File: src/rtl/ibex_prefetch_ctrl.sv
// Instruction-bus request controller feeding the fetch FIFO: issues word-aligned
// requests, tracks outstanding transactions and discards responses made stale by branches.
module ibex_prefetch_ctrl #(
    parameter int unsigned NUM_REQS = 2
) (
    input  logic                clk_i,
    input  logic                rst_i,
    input  logic                req_i,
    input  logic                branch_i,
    input  logic [31:0]         addr_i,
    output logic                busy_o,
    output logic                instr_req_o,
    input  logic                instr_gnt_i,
    output logic [31:0]         instr_addr_o,
    input  logic                instr_rvalid_i,
    input  logic [31:0]         instr_rdata_i,
    input  logic                instr_err_i,
    input  logic [NUM_REQS-1:0] fifo_busy_i,
    output logic                fifo_clear_o,
    output logic                fifo_valid_o,
    output logic [31:0]         fifo_addr_o,
    output logic [31:0]         fifo_rdata_o,
    output logic                fifo_err_o
);

    logic [NUM_REQS-1:0] out_q, out_d;
    logic [NUM_REQS-1:0] discard_q, discard_d;
    logic                pend_q, pend_d;
    logic                stored_q, stored_d;
    logic [31:0]         stored_addr_q, stored_addr_d;
    logic [31:0]         fetch_addr_q, fetch_addr_d;

    logic [31:0]         branch_addr;
    logic                new_req;
    logic                gnt_fire;
    logic                pop;
    logic                discard_new;
    logic                placed;
    logic                unused_fifo_busy;

    assign branch_addr      = {addr_i[31:2], 2'b00};
    assign unused_fifo_busy = ^fifo_busy_i;

    // Capacity: outstanding requests plus occupied FIFO entries stay within NUM_REQS+1.
    assign new_req = req_i & ~out_q[NUM_REQS-1] &
                     (branch_i | ~fifo_busy_i[NUM_REQS-1] | ~out_q[0]);

    assign instr_req_o  = new_req | pend_q;
    // A pending request keeps its address; a branch seen meanwhile is parked in stored_addr_q.
    assign instr_addr_o = (pend_q | ~branch_i) ? fetch_addr_q : branch_addr;
    assign gnt_fire     = instr_req_o & instr_gnt_i;
    assign pop          = instr_rvalid_i & out_q[0];
    assign discard_new  = pend_q & (branch_i | stored_q);

    assign busy_o       = instr_req_o | (|out_q);
    assign fifo_clear_o = branch_i;
    assign fifo_addr_o  = addr_i;
    assign fifo_valid_o = pop & ~discard_q[0] & ~branch_i;
    assign fifo_rdata_o = instr_rdata_i;
    assign fifo_err_o   = instr_err_i;

    always_comb begin
        out_d     = out_q;
        discard_d = discard_q | (branch_i ? out_q : '0);
        placed    = 1'b0;
        if (pop) begin
            out_d     = out_d >> 1;
            discard_d = discard_d >> 1;
        end
        for (int unsigned i = 0; i < NUM_REQS; i++) begin
            if (gnt_fire && !placed && !out_d[i]) begin
                out_d[i]     = 1'b1;
                discard_d[i] = discard_new;
                placed       = 1'b1;
            end
        end
    end

    always_comb begin
        fetch_addr_d  = fetch_addr_q;
        stored_d      = stored_q;
        stored_addr_d = stored_addr_q;
        pend_d        = instr_req_o & ~instr_gnt_i;
        if (gnt_fire) begin
            if (discard_new) begin
                fetch_addr_d = branch_i ? branch_addr : stored_addr_q;
            end else begin
                fetch_addr_d = instr_addr_o + 32'd4;
            end
            stored_d = 1'b0;
        end else if (branch_i) begin
            if (pend_q) begin
                stored_d      = 1'b1;
                stored_addr_d = branch_addr;
            end else begin
                fetch_addr_d = branch_addr;
            end
        end
    end

    always_ff @(posedge clk_i) begin
        if (rst_i) begin
            out_q         <= '0;
            discard_q     <= '0;
            pend_q        <= 1'b0;
            stored_q      <= 1'b0;
            stored_addr_q <= '0;
            fetch_addr_q  <= '0;
        end else begin
            out_q         <= out_d;
            discard_q     <= discard_d;
            pend_q        <= pend_d;
            stored_q      <= stored_d;
            stored_addr_q <= stored_addr_d;
            fetch_addr_q  <= fetch_addr_d;
        end
    end

endmodule

File: config.mk
export PLATFORM = sky130hd
export DESIGN_NAME = ibex_prefetch_ctrl
export DESIGN_NICKNAME = d
export VERILOG_FILES = /design/src/rtl/ibex_prefetch_ctrl.sv
export SDC_FILE = /design/constraint.sdc
export NUM_CORES = 1
export LEC_CHECK = 0
export ABC_CLOCK_PERIOD_IN_PS = 4300
export CAP_MARGIN = 20
export CORE_AREA = 2 2 107 109
export CTS_BUF_LIST = sky130_fd_sc_hd__clkbuf_16
export DETAILED_ROUTE_END_ITERATION = 10
export DIE_AREA = 0 0 109 111
export HOLD_SLACK_MARGIN = 0.15
export MAX_ROUTING_LAYER = met4
export PLACE_DENSITY_LB_ADDON = 0.15
export REMOVE_ABC_BUFFERS = 1
export SYNTH_ARGS = -nofsm -noshare
export SYNTH_HDL_FRONTEND = slang
export SYNTH_SLANG_ARGS = --single-unit
File: constraint.sdc
create_clock -name clk_i -period 4.3 [get_ports clk_i]
set_input_delay 0.43 -clock clk_i [delete_from_list [all_inputs] [get_ports clk_i]]
set_output_delay 0.43 -clock clk_i [all_outputs]
set_load 0.05 [all_outputs]
== Word level (Yosys, flattened, before mapping) ==
Index checks and enable logic that the tools add are counted.

* Register bits: 68
* Bits in latches: 0
* RAM bits: 0
* Bits in read-only memories: 0
* Output and inout port bits: 101
* Word-level logic and storage cells: 56
* Memories: 0

* Add/subtract/negate cells: 1
* Multipliers: 0
* Div/mod/pow operators: 0
* $lt $le $gt $ge: 0
* Equality and inequality tests: 1
* Shift-type cells: 0
* Mux-type cells: 14
* Bitwise gates (word level): 22
* Reduce and logical (&&, ||, !) cells: 12

{| class="wikitable"
|+ Operator list
! operator !! count
|-
| $mux W32 || 6
|-
| $add A32 B3 Y32 const B || 1
|-
| $and A1 B1 Y1 || 8
|-
| $not A1 Y1 || 7
|-
| $mux W2 || 3
|-
| $or A1 B1 Y1 || 6
|-
| $mux W1 || 5
|-
| $reduce_and A2 Y1 || 2
|-
| $reduce_or A2 Y1 || 2
|-
| $logic_and A1 B1 Y1 || 3
|-
| $logic_not A1 Y1 || 3
|-
| $reduce_and A3 Y1 || 1
|-
| $ne A2 B1 Y1 const B || 1
|-
| $or A2 B2 Y2 || 1
|-
| $reduce_bool A2 Y1 || 1
|}

== Logic depth before layout (Yosys ltp) ==
Gate-level depths: netlist of the first run.

* Depth in word-level cells: 12
* Gate-level depth with buffers: 13
* Depth with buffers taken out: 8

== Worst setup path before layout of the first run ==
OpenSTA, ideal clock, no wires.

* Path type: reg2reg
* Start: reg pend_q
* End: reg fetch_addr_q[24]
* Arrival time: 3.566 ns
* Data required time: 4.226 ns
* Path slack: 0.659 ns
* Stages on the path, launching flop included: 14
* Path buffers: 5
* Cells stage by stage: dfxtp_1 -> nand2b_4 -> buf_6 -> buf_4 -> buf_2 -> buf_2 -> clkbuf_1 -> nand2_1 -> nand2_1 -> ha_1 -> nand3_2 -> or4_1 -> or4_1 -> a31oi_1

* Longest elaborated chain between the ends: 5

{| class="wikitable"
|+ RTL lines
! element !! line !! source
|-
| start, declared || 28 || <nowiki>logic pend_q, pend_d;</nowiki>
|-
| start signal, assigned || 112 || <nowiki>pend_q <= pend_d;</nowiki>
|-
| $or A1 B1 Y1 || 50 || <nowiki>assign instr_addr_o = (pend_q | ~branch_i) ? fetch_addr_q : branch_addr;</nowiki>
|-
| $mux W32 || 50 ||
|-
| via instr_addr_o[3] || 14 || <nowiki>output logic [31:0] instr_addr_o,</nowiki>
|-
| $add A32 B3 Y32 || 88 || <nowiki>fetch_addr_d = instr_addr_o + 32'd4;</nowiki>
|-
| $mux W32 || 85 || <nowiki>if (discard_new) begin</nowiki>
|-
| $mux W32 || 84 || <nowiki>if (gnt_fire) begin</nowiki>
|-
| end signal, assigned || 115 || <nowiki>fetch_addr_q <= fetch_addr_d;</nowiki>
|-
| end, declared || 31 || <nowiki>logic [31:0] fetch_addr_q, fetch_addr_d;</nowiki>
|}

The timed path passes the listed nets, and every way through them passes these cells.
A chain may end at the register's enable or synchronous reset.

== Final worst setup path of the first run ==
* Start: reg pend_q
* End: out instr_addr_o[9]

* Longest elaborated chain between the ends: 2

{| class="wikitable"
|+ RTL lines
! element !! line
|-
| $or A1 B1 Y1 || 50
|-
| $mux W32 || 50
|-
| end, declared || 14
|}

Every way passes these cells.

==> reports/metrics.cfg, run 1 <==
[sta]
setup_viol_count_final=0
finalClockSkew_ps=9.00
layout_worst_path_cycle_share=0.783
hold_viol=0
tns_ps=0
relSlewSlack=0.342
grt_setup_unrepaired=no
tightest_slew_ps=986
final_max_slew_viol_count=0
fmax_mhz=297
finalCriticalPeriod_ps=3370

[clock_network]
postCtsResizedCells=0
clkSlewWorstSetupHoldPaths_ps=60
cts_root_buffer=clkbuf_16
tritoncts=built
cts-buffers-inserted=9
ctsHoldBuffers=0
h-tree-depth=3
clk_latency_ps=340
clk_path_buf_depth=2
postCtsSetupRepairBufs=0
numClockSinks=68

[synth]
ys_ff_latch=68
syn_avg_cell_area_um2=7.12
yosysUniqueCellTypes=61
netlist_instances=694
synthFlopType=dfxtp_1
ys_seq_area_frac=0.276
netlist_area_um2=4940
synth_edf_count=0
async_flop_share=0
yosys_warnings=0

[worst_setup_path]
ff2ff_path_depth=9
timing.rr.start=pend_q$_SDFF_PP0_
reg2reg_to=fetch_addr_q[24]$_SDFFE_PP0P_
criticalPathCategory=flop to output port
critical_path.endpoint_type=output port
worstPathMaxFanout=15
startpoint_type=flop
r2r_setup_slack_ps=1270
cp.arrival_ps=2940
cp.required_ps=3870

[route]
ant_nets=0
drt_first_pass_iters=5
drt_iter0_markers=338
routed_wl_um=16500
wire_per_inst_um=19.2
vias=4968
drc_errors=0
vias_per_cell=5.80

[floorplanning]
start_util=0.446
die-area_um2=12100
io_pins=174
die_w_um=109
die_y_um=111
rows=39
coreArea_um2=11100

[placement]
placed_area_um2=5550
port_buffers=102
dp_hpwl_um=11200
finalWeightedCongestion=0.868

[min_path]
hp-start=stored_addr_q[8]$_SDFFE_PP0P_
worstHoldPathType=flop to flop
min_to=stored_addr_q[8]$_SDFFE_PP0P_
whs_path_depth=2

[cells_and_area]
drive_above_1_share=0.0785
layout_commonest_cell=nand2_1
diodes=0
final_cell_mix=nand2_1, clkdlybuf4s50_1, dfxtp_1
fillers=1052
final_nets=782
fin_area_um2=5860
syn_to_final_growth_pct=18.7

[global_route]
grt_max_degree=54
globalRouteOverflowTotal=0
grt_pass1_wl_um=26000
first_global_vias=4752
antenna_found_initial=0
grt.total_usage=0.283

[job]
cap_violations=0

[run_status]
run_status=complete, no violations

[power]
power_density_nw_per_um2=350
ir_drop_v=0.000206
p_leak_uw=0.00217

[final cells by class]
class	instances	area, um^2	share of cell area
clock buffer	9	225	0.0384
sequential	68	1360	0.232
clock inverter	7	91.3	0.0156
timing repair buffer	113	1090	0.186
tap	143	179	0.0305
inverter	16	60.1	0.0102
multi-input combinational	500	2850	0.487
[worst max-delay path, stage by stage, from the launching register on]
cell	delay, ps
dfxtp_1	310
buf_4	200
nor2b_2	530
buf_4	240
mux2i_1	430
inv_1	150
clkdlybuf4s50_1	730
[registers in the layout (all words and copies together), names as in the netlist]
register       cells
fetch_addr_q      32
pend_q             1
discard_q          2
stored_q           1
stored_addr_q     30
out_q              2
[worst max-delay path by stage]
stage                     slack (ps)         startpoint                            end  cells past startpoint
final                            930  pend_q$_SDFF_PP0_                instr_addr_o[9]                      6
after global routing             800  pend_q$_SDFF_PP0_                instr_addr_o[9]                      6
after CTS                        950  pend_q$_SDFF_PP0_                instr_addr_o[9]                      6
after global placement           980           branch_i                instr_addr_o[9]                      6
after floorplan                  780  pend_q$_SDFF_PP0_  fetch_addr_q[24]$_SDFFE_PP0P_                      8
after detailed placement         950           branch_i                instr_addr_o[9]                      6
[logic make-up (layout without fill, tap and decap cells)]
logic type / Yosys count / in the layout / synth area share
mux: 45 / 45 / 0.102
fa+ha+maj: 1 / 1 / 0.00253
buf+inv: 126 / 145 / 0.149
flops: 68 / 68 / 0.276
compound gates: 158 / 158 / 0.198
simple gates: 296 / 296 / 0.273
[per-stage QoR]
step / setup slack (ps) / total power, uW / cells / util / hold WS (ps)
after global placement: 979 / 1260 / 840 / 0.501 / 439
after floorplan: 778 / 986 / 584 / - / 425
after global routing: 805 / 2120 / 856 / 0.529 / 465
after CTS: 953 / 2060 / 856 / 0.529 / 453
after detailed placement: 948 / 1260 / 840 / 0.501 / 445
final: 931 / 2050 / 856 / 0.529 / 454
[power by group]
group          switching, uW  leakage, uW  internal, uW  total (uW)
Clock                    293     0.000155           505         799
Combinational            377      0.00146           195         572
Sequential              20.2     0.000555           661         682
[per-layer routing]
metal / vias up / GRT usage / wire length [um]
met4: 0 / 0.0709 / 190
met3: 16 / 0.0982 / 1690
li1: 2405 / - / -
met1: 2312 / 0.385 / 7380
met2: 235 / 0.401 / 7210
met5: - / - / 0
[synth_stat cells, types with 4 or more instances]
master / number / area share
clkbuf_1: 31 / 0.024
a211oi_1: 4 / 0.0061
inv_1: 16 / 0.012
nand3_1: 19 / 0.019
buf_1: 6 / 0.0046
nor4_1: 7 / 0.0089
o22ai_1: 7 / 0.0089
buf_4: 67 / 0.10
o21a_1: 4 / 0.0061
o211ai_1: 5 / 0.0076
nor3b_1: 4 / 0.0061
nand2_1: 173 / 0.13
nor2_1: 32 / 0.024
dfxtp_1: 68 / 0.28
o21ai_0: 29 / 0.029
or4_1: 5 / 0.0076
buf_2: 5 / 0.0051
nor3_1: 17 / 0.017
and2_1: 5 / 0.0063
mux2i_1: 32 / 0.065
mux2_2: 7 / 0.016
a21oi_1: 60 / 0.061
nand4_1: 5 / 0.0063
and3_1: 9 / 0.011
a31oi_1: 15 / 0.019
No activity file was read; power rests on OpenSTA's default activity.
==> run 2, diff against run 1 <==
Settings changed: ABC_CLOCK_PERIOD_IN_PS 4300 to 2800, CORE_AREA 2 2 107 109 to 2 2 112 114, DIE_AREA 0 0 109 111 to 0 0 114 116.
Clock period 4.3 ns to 2.8 ns, I/O delays scaled along.
==> run 2 against run 1 <==
  * Sequential power rose by 54%
  * Non-clock buffer count rose by 30
  * Combinational power rose by 75%
  * Design area rose by 6.6%
  * Die area rose by 9.3%
  * Sequential share of layout area fell by 1.4 points
  * Hold slack got worse by 96 ps
  * Clock power rose by 28%
  * Sequential cell count did not move
  * Cell count rose by 4.0%
  * Count of clock-buffer cells in the layout did not move
  * Wire length rose by 7.1%
==> reports/metrics.cfg, run 2 (same netlist as run 1, synthesis figures left out) <==
[global_route]
grt_pass1_wl_um=27200  ; +4.5%
grt_max_degree=44  ; -19%
antenna_found_initial=0  ; unchanged
first_global_vias=4988  ; +5.0%
grt.total_usage=0.273  ; -0.00966
globalRouteOverflowTotal=0  ; unchanged

[floorplanning]
coreArea_um2=11900  ; +7.5%
io_pins=174  ; unchanged
rows=40  ; +2.6%
die_y_um=116  ; +4.5%
die-area_um2=13200  ; +9.3%
start_util=0.415  ; -0.0312
die_w_um=114  ; +4.6%

[cells_and_area]
fin_area_um2=6250  ; +6.6%
final_cell_mix=nand2_1, dfxtp_1, clkdlybuf4s50_1
largest_reg_flops=32  ; unchanged
reg_top3=fetch_addr_q x32, stored_addr_q x30
final_nets=812  ; +3.8%
diodes=0  ; unchanged
final_cells=890  ; +4.0%
fillers=1171  ; +11%
multiInputGateArea_um2=2850  ; -0.18%
seq_area_um2=1360  ; unchanged
drive_above_1_share=0.155  ; +0.0762
syn_to_final_growth_pct=26.6
layout_commonest_cell=nand2_1
top_register=fetch_addr_q

[route]
drt_iter0_markers=417  ; +23%
wl_met3_um=1610  ; -4.7%
highest_layer=met4
wl_met1_um=7980  ; +8.1%
vias=5183  ; +4.3%
wl_met2_um=7720  ; +7.2%
drt_first_pass_iters=5  ; unchanged
vias_per_cell=5.82  ; +0.34%
drc_errors=0  ; unchanged
wire_per_inst_um=19.8  ; +3.0%
ant_nets=0  ; unchanged
routed_wl_um=17600  ; +7.1%

[sta]
final_max_slew_viol_count=0  ; unchanged
finalClockSkew_ps=10.2  ; +1.17 ps
grt_setup_unrepaired=no
finalCriticalPeriod_ps=2590
tightest_slew_ps=751  ; -235 ps
layout_worst_path_cycle_share=0.924
setup_viol_count_final=0  ; unchanged
relSlewSlack=0.500  ; +0.158
fmax_mhz=387
hold_viol=0  ; unchanged
hold_slack_ps=358  ; -95.6 ps

[clock_network]
postCtsResizedCells=0  ; unchanged
clkSlewWorstSetupHoldPaths_ps=50  ; about the same
tritoncts=built
clk_path_buf_depth=2  ; unchanged
cts-buffers-inserted=9  ; unchanged
postCtsSetupRepairBufs=0  ; unchanged
h-tree-depth=3  ; unchanged
clk_latency_ps=340  ; about the same
ctsHoldBuffers=0  ; unchanged
numClockSinks=68  ; unchanged
cts_root_buffer=clkbuf_16

[power]
power_density_nw_per_um2=492  ; +41%
ir_drop_v=0.000238  ; +15%
p_total_uw=3080  ; +50%
p_leak_uw=0.00242  ; +12%

[worst_setup_path]
path_cells=nand2b_4, buf_4, mux2i_1, nand4_1, or4_1, or4_1, a31oi_1
cpMostUsedCell=or4_1
crit_path_top_delay_cell=or4_1
cp.required_ps=3050  ; -820 ps
worstPathMaxFanout=18  ; +3
criticalPathCategory=flop to flop
cp.arrival_ps=2840  ; -100 ps
critPathMaxStageDelay_ps=550  ; -180 ps
critical_path.endpoint_type=flop
startpoint_type=flop
path_buf_inv=1  ; -3
crit_family=simple AND/OR/NAND/NOR gates
r2r_setup_slack_ps=210  ; -1060 ps

[placement]
placed_area_um2=5990  ; +8.0%
placed_cells=874  ; +4.0%
port_buffers=102  ; unchanged
dp_hpwl_um=12400  ; +11%
finalWeightedCongestion=0.909  ; +4.7%

[job]
cap_violations=0  ; unchanged

[min_path]
worstHoldPathType=primary input to flop

[run_status]
run_status=complete, no violations

run 2: layer usage:
metal	global-route usage	vias to the layer above
li1	-	2467
met1	0.363	2446
met2	0.392	242
met3	0.0858	28
met4	0.0967	0
met5	-	-
run 2: power breakdown:
part	total [uW]	switching, uW	internal, uW	leakage [uW]
Combinational	1000	615	389	0.00174
Sequential	1050	30.5	1020	0.000555
Clock	1020	439	585	0.000127
Total	3080	1080	1990	0.00242
run 2: worst paths after layout:
kind | start | to | cells past startpoint
max | pend_q$_SDFF_PP0_ | fetch_addr_q[24]$_SDFFE_PP0P_ | 7
min | rst_i | stored_addr_q[16]$_SDFFE_PP0P_ | 2
max reg2reg | pend_q$_SDFF_PP0_ | fetch_addr_q[24]$_SDFFE_PP0P_ | 7
min reg2reg | stored_addr_q[7]$_SDFFE_PP0P_ | stored_addr_q[7]$_SDFFE_PP0P_ | 2
run 2: area by class of cell:
class,instances,share of cell area
multi-input cells,500,0.456
clock buffers,9,0.0360
well taps,147,0.0294
flip-flops and latches,68,0.218
repair buffers,143,0.246
clock inverters,7,0.00540
inverters,16,0.00961
run 2: metrics by stage:
stage           util  TNS, ps  setup WS (ps)
2_1_floorplan      -    -9470           -722
3_3_place_gp   0.503        0            180
3_5_place_dp   0.503        0            131
4_1_cts        0.525        0            193
5_1_grt        0.525        0           68.0
6_report       0.525        0            213
